## config.mk

```make
export PLATFORM = sky130hd
export DESIGN_NAME = bcd_countdown_99
export DESIGN_NICKNAME = d
export VERILOG_FILES = /design/src/rtl/bcd_countdown_99.sv
export SDC_FILE = /design/constraint.sdc
export NUM_CORES = 1
export LEC_CHECK = 0
export CAP_MARGIN = 20
export CELL_PAD_IN_SITES_DETAIL_PLACEMENT = 0
export CELL_PAD_IN_SITES_GLOBAL_PLACEMENT = 1
export CORE_ASPECT_RATIO = 0.5
export CORE_MARGIN = 8
export CORE_UTILIZATION = 25
export DETAILED_ROUTE_END_ITERATION = 7
export GPL_TIMING_DRIVEN = 1
export PLACE_DENSITY_LB_ADDON = 0.1
export SLEW_MARGIN = 20
export SYNTH_ARGS = -nofsm -noshare
export SYNTH_HDL_FRONTEND = slang
export SYNTH_SLANG_ARGS = --single-unit
```

## constraint.sdc

```tcl
create_clock -name clock -period 5.6 [get_ports clock]
set_input_delay 0.56 -clock clock [delete_from_list [all_inputs] [get_ports clock]]
set_output_delay 0.56 -clock clock [all_outputs]
set_load 0.01 [all_outputs]
```

## src/rtl/bcd_countdown_99.sv

```systemverilog
// Two-digit BCD down-counter with a prescaled step, run/pause level control,
// synchronous preset load (digits clamped to 9) and a one-cycle done pulse at 00.
module bcd_countdown_99 #(
    parameter int TICK_DIV = 1
) (
    input  logic       clock,
    input  logic       reset,
    input  logic       load,
    input  logic [3:0] load_high,
    input  logic [3:0] load_low,
    input  logic       start_pause,
    output logic [3:0] count_high,
    output logic [3:0] count_low,
    output logic       running,
    output logic       zero,
    output logic       done
);

    localparam int            PW         = (TICK_DIV > 1) ? $clog2(TICK_DIV) : 1;
    localparam logic [PW-1:0] PRESC_LAST = PW'(TICK_DIV - 1);

    typedef enum logic [1:0] {IDLE, RUN, DONE} state_t;

    state_t        state_q;
    logic [3:0]    high_q, low_q;
    logic [PW-1:0] presc_q;
    logic          running_q, done_q;

    logic [3:0]    high_d, low_d;
    logic [3:0]    load_high_c, load_low_c;
    logic          dec_to_zero;

    assign load_high_c = (load_high > 4'd9) ? 4'd9 : load_high;
    assign load_low_c  = (load_low  > 4'd9) ? 4'd9 : load_low;

    // Decremented count, with a units-digit borrow; saturates at 00.
    always_comb begin
        high_d = high_q;
        low_d  = low_q;
        if (low_q != 4'd0) begin
            low_d = low_q - 4'd1;
        end else if (high_q != 4'd0) begin
            low_d  = 4'd9;
            high_d = high_q - 4'd1;
        end
        dec_to_zero = (high_d == 4'd0) && (low_d == 4'd0);
    end

    // NOTE: all state here uses non-blocking assignments so every register
    // samples the pre-edge values, independent of statement order.
    always_ff @(posedge clock or posedge reset) begin
        if (reset) begin
            state_q   <= IDLE;
            high_q    <= 4'd9;
            low_q     <= 4'd9;
            presc_q   <= '0;
            running_q <= 1'b0;
            done_q    <= 1'b0;
        end else begin
            done_q <= 1'b0;
            if (load) begin
                high_q    <= load_high_c;
                low_q     <= load_low_c;
                presc_q   <= '0;
                state_q   <= IDLE;
                running_q <= 1'b0;
            end else begin
                case (state_q)
                    IDLE: begin
                        if (start_pause && !zero) begin
                            state_q   <= RUN;
                            running_q <= 1'b1;
                            presc_q   <= '0;
                        end
                    end
                    RUN: begin
                        if (!start_pause) begin
                            // Pausing discards any partial tick.
                            state_q   <= IDLE;
                            running_q <= 1'b0;
                            presc_q   <= '0;
                        end else if (presc_q == PRESC_LAST) begin
                            presc_q <= '0;
                            high_q  <= high_d;
                            low_q   <= low_d;
                            if (dec_to_zero) begin
                                state_q   <= DONE;
                                running_q <= 1'b0;
                                done_q    <= 1'b1;
                            end
                        end else begin
                            presc_q <= presc_q + PW'(1);
                        end
                    end
                    DONE: begin
                        state_q <= DONE;
                    end
                    default: begin
                        state_q   <= IDLE;
                        running_q <= 1'b0;
                    end
                endcase
            end
        end
    end

    assign count_high = high_q;
    assign count_low  = low_q;
    assign running    = running_q;
    assign done       = done_q;
    assign zero       = (high_q == 4'd0) && (low_q == 4'd0);

endmodule

```

==> impl_metrics.env <==
export IMPL_synth_flop_cell="dfrtp_1"
export IMPL_cp_cell_sequence="inv_1 -> ha_1 -> nor3b_1 -> nand2_1 -> inv_1 -> clkdlybuf4s50_1"
export IMPL_pin_count=23
export IMPL_nNetsFinal=129
export IMPL_insertedDiodeCount=0
export IMPL_yosysTopAreaCell="dfrtp_1"
export IMPL_grt_usage_pct=8.68
export IMPL_dieArea_sq_um=5370
export IMPL_clock_path_buffers=2
export IMPL_clock_sinks=12
export IMPL_n_fill_cell=323
export IMPL_clk_latency_ns=0.24
export IMPL_yosys_register_bits=12
export IMPL_hold_class="flop to flop"
export IMPL_start_kind="flop"
export IMPL_worst_path_most_repeated_cell="inv_1"
export IMPL_routed_via_density=4.94
export IMPL_postCtsHoldBufs=0
export IMPL_timing_final_crit_share_pct=50.1
export IMPL_gp_congestion=0.779
export IMPL_place_area_sq_um=1050
export IMPL_grt_max_degree=18
export IMPL_max_freq_mhz=357
export IMPL_via_count=761
export IMPL_hold_violations=0
export IMPL_cts_setup_buffers=0
export IMPL_cp_data_arrival_time_ns=2.24
export IMPL_fin_setup_tns_ns=0
export IMPL_wire_per_inst_microns=13.8
export IMPL_ctsHtreeMaxLevel=1
export IMPL_synth_edf_count=0
export IMPL_synth_top_cells_by_count="9 x nand2_1, 9 x o21ai_0, 8 x dfrtp_1, 7 x inv_1"
export IMPL_slowest_delay_ns=0.54
export IMPL_dp_hpwl_microns=1720
export IMPL_core_sq_um=3030
export IMPL_final_setup_skew_ns=0.000962
export IMPL_worstPathRequired_ns=5.04
export IMPL_drtPass1Iterations=4
export IMPL_io_buffers=22
export IMPL_ir_drop_mv=0.115
export IMPL_status="complete, no violations"
export IMPL_yosysSeqAreaShare_pct=38.2
export IMPL_worstPathMaxFanout=5
export IMPL_drive_above_1_share_pct=13.2
export IMPL_drtIter0Drc=44
export IMPL_drtAntennaViolNets=0
export IMPL_cts_resized=0
export IMPL_avgSynthCellArea_sq_um=8.77
export IMPL_cts_buffers=3
export IMPL_mappedNetlistNets=105
export IMPL_synthToLayoutAreaGrowth_pct=37.6
export IMPL_rsz0062_at_grt="false"
export IMPL_worstMarginPinSlew_ns=0.556
export IMPL_die_h_microns=56.0
export IMPL_syn_inst=91
export IMPL_ys_types=35
export IMPL_num_rows=14
export IMPL_critical_path_endpoint_type="output port"
export IMPL_slew_limit_headroom_pct=62.8
export IMPL_grt_overflow_total=0
export IMPL_leakage_nw=0.432
export IMPL_start_util_pct=26.3
export IMPL_cts_root_buffer="clkbuf_8"
export IMPL_final_area_sq_um=1100
export IMPL_first_global_vias=770
export IMPL_clk_pin_slew_ns=0.05
export IMPL_synth_area_sq_um=798
export IMPL_p_per_area_nw_per_um2=234
export IMPL_synthTopCellsByArea="dfrtp_1 25%, dfstp_2 13%, o21ai_0 5.6%, nand2_1 4.2%, nor3b_1 3.8%"
export IMPL_post_route_min_period_ns=2.80
export IMPL_slew_violations=0
export IMPL_die_w_microns=95.9
export IMPL_yosys_warnings=0
export IMPL_drc=0
export IMPL_max_cap_viol_count=0
export IMPL_synth_top_area_share_pct=25.1
export IMPL_postSynth_asyncResetShare_pct=100
export IMPL_antenna_found_initial=0
export IMPL_critPathKind="flop to output port"
export IMPL_cp_slowest_cell="clkdlybuf4s50_1"
export IMPL_wl_microns=2120
export IMPL_grt_first_pass_wirelength_microns=3640
export IMPL_cts_tree="built"
export IMPL_setup_violations_final=0
metrics by stage:
| step | util (%) | instances | setup slack [ns] | power (mW) | hold WS [ns] |
|---|---|---|---|---|---|
| floorplan | - | 91 | 3.51 | 0.146 | 0.422 |
| global placement | 34.8 | 150 | 3.05 | 0.178 | 0.553 |
| detailed placement | 34.8 | 150 | 3.03 | 0.179 | 0.562 |
| CTS | 36.3 | 154 | 2.83 | 0.261 | 0.573 |
| global route | 36.3 | 154 | 2.63 | 0.276 | 0.609 |
| finish | 36.3 | 154 | 2.80 | 0.257 | 0.572 |
per-layer routing:
layer  up-vias  GRT usage, %  wire, microns
met4         0          1.30              0
li1        374             -              -
met5         -             0              0
met1       364          10.8            973
met3         0          5.25            228
met2        23          12.6            922
registers in the layout, indices dropped and copies added (netlist names):
signal,cells
count_low,4
running,1
state_q,2
count_high,4
done,1
cells by family (layout without fill, tap and decap cells):
kind of cell / after synthesis / count (layout) / share of synthesized area [%]
AO/OA/AOI/OAI: 27 / 27 / 20.4
AND/OR/NAND/NOR: 35 / 35 / 26.5
adder cells (fa/ha/maj): 2 / 2 / 3.13
XOR/XNOR: 1 / 1 / 1.10
multiplexers: 4 / 4 / 5.49
flip-flops: 12 / 12 / 38.2
buffers and inverters: 10 / 33 / 5.17
worst max-delay path: cells and delay by family, from the launching register on:
kind                     cells  cell delay [ns]
buffers and inverters        3             0.73
adder cells (fa/ha/maj)      1             0.22
AND/OR/NAND/NOR              2             0.66
flip-flops                   1             0.40
final timing paths:
path	depth (start not counted)	start	to	slack (ns)
worst min-delay path	2	running	running	0.57
worst min register to register	2	running	running	0.57
worst max register to register	7	count_low[1]	count_high[3]	3.34
max in group asynchronous	2	reset	count_high[0]	4.60
worst max-delay path	6	count_high[1]	zero	2.80
min in group asynchronous	2	reset	state_q[0]	0.64
placed cells by master, fill, tap and decap left out:
| master | n |
|---|---|
| a21oi_1 | 5 |
| a41oi_1 | 1 |
| nor2_1 | 5 |
| nor3b_1 | 4 |
| and3b_1 | 1 |
| nor3b_4 | 1 |
| mux2_2 | 2 |
| nor3_1 | 4 |
| nand2_2 | 1 |
| ha_1 | 2 |
| o31ai_1 | 1 |
| o22ai_1 | 3 |
| nand2b_1 | 1 |
| a211oi_1 | 1 |
| o32ai_1 | 1 |
| o21a_1 | 2 |
| o21ai_0 | 9 |
| mux2_1 | 1 |
| a31oi_1 | 2 |
| nand2_1 | 9 |
| and3_1 | 1 |
| clkdlybuf4s50_1 | 22 |
| inv_1 | 7 |
| nor4b_2 | 1 |
| clkbuf_8 | 3 |
| clkbuf_1 | 1 |
| or4_1 | 1 |
| a31o_2 | 1 |
| nand3_1 | 2 |
| nor2b_1 | 2 |
| dfrtp_1 | 8 |
| mux2i_1 | 1 |
| and2b_2 | 2 |
| dfstp_2 | 4 |
| o21ai_1 | 1 |
| xnor2_1 | 1 |
where the power goes:
| part | total, mW | switching (mW) | internal [mW] | leakage, nW |
|---|---|---|---|---|
| combinational | 0.0695 | 0.0319 | 0.0376 | 0.262 |
| sequential | 0.108 | 0.0115 | 0.0965 | 0.148 |
| clock | 0.0800 | 0.0300 | 0.0500 | 0.0228 |
final cells by class:
| cell class | instances | area (sq um) | area share (%) |
|---|---|---|---|
| inverter | 7 | 26.3 | 2.39 |
| tap | 40 | 50.0 | 4.56 |
| multi-input combinational | 69 | 452 | 41.1 |
| clock buffer | 4 | 45.0 | 4.10 |
| sequential | 12 | 305 | 27.8 |
| timing repair buffer | 22 | 220 | 20.0 |
Power figures use the tool's default switching activity.
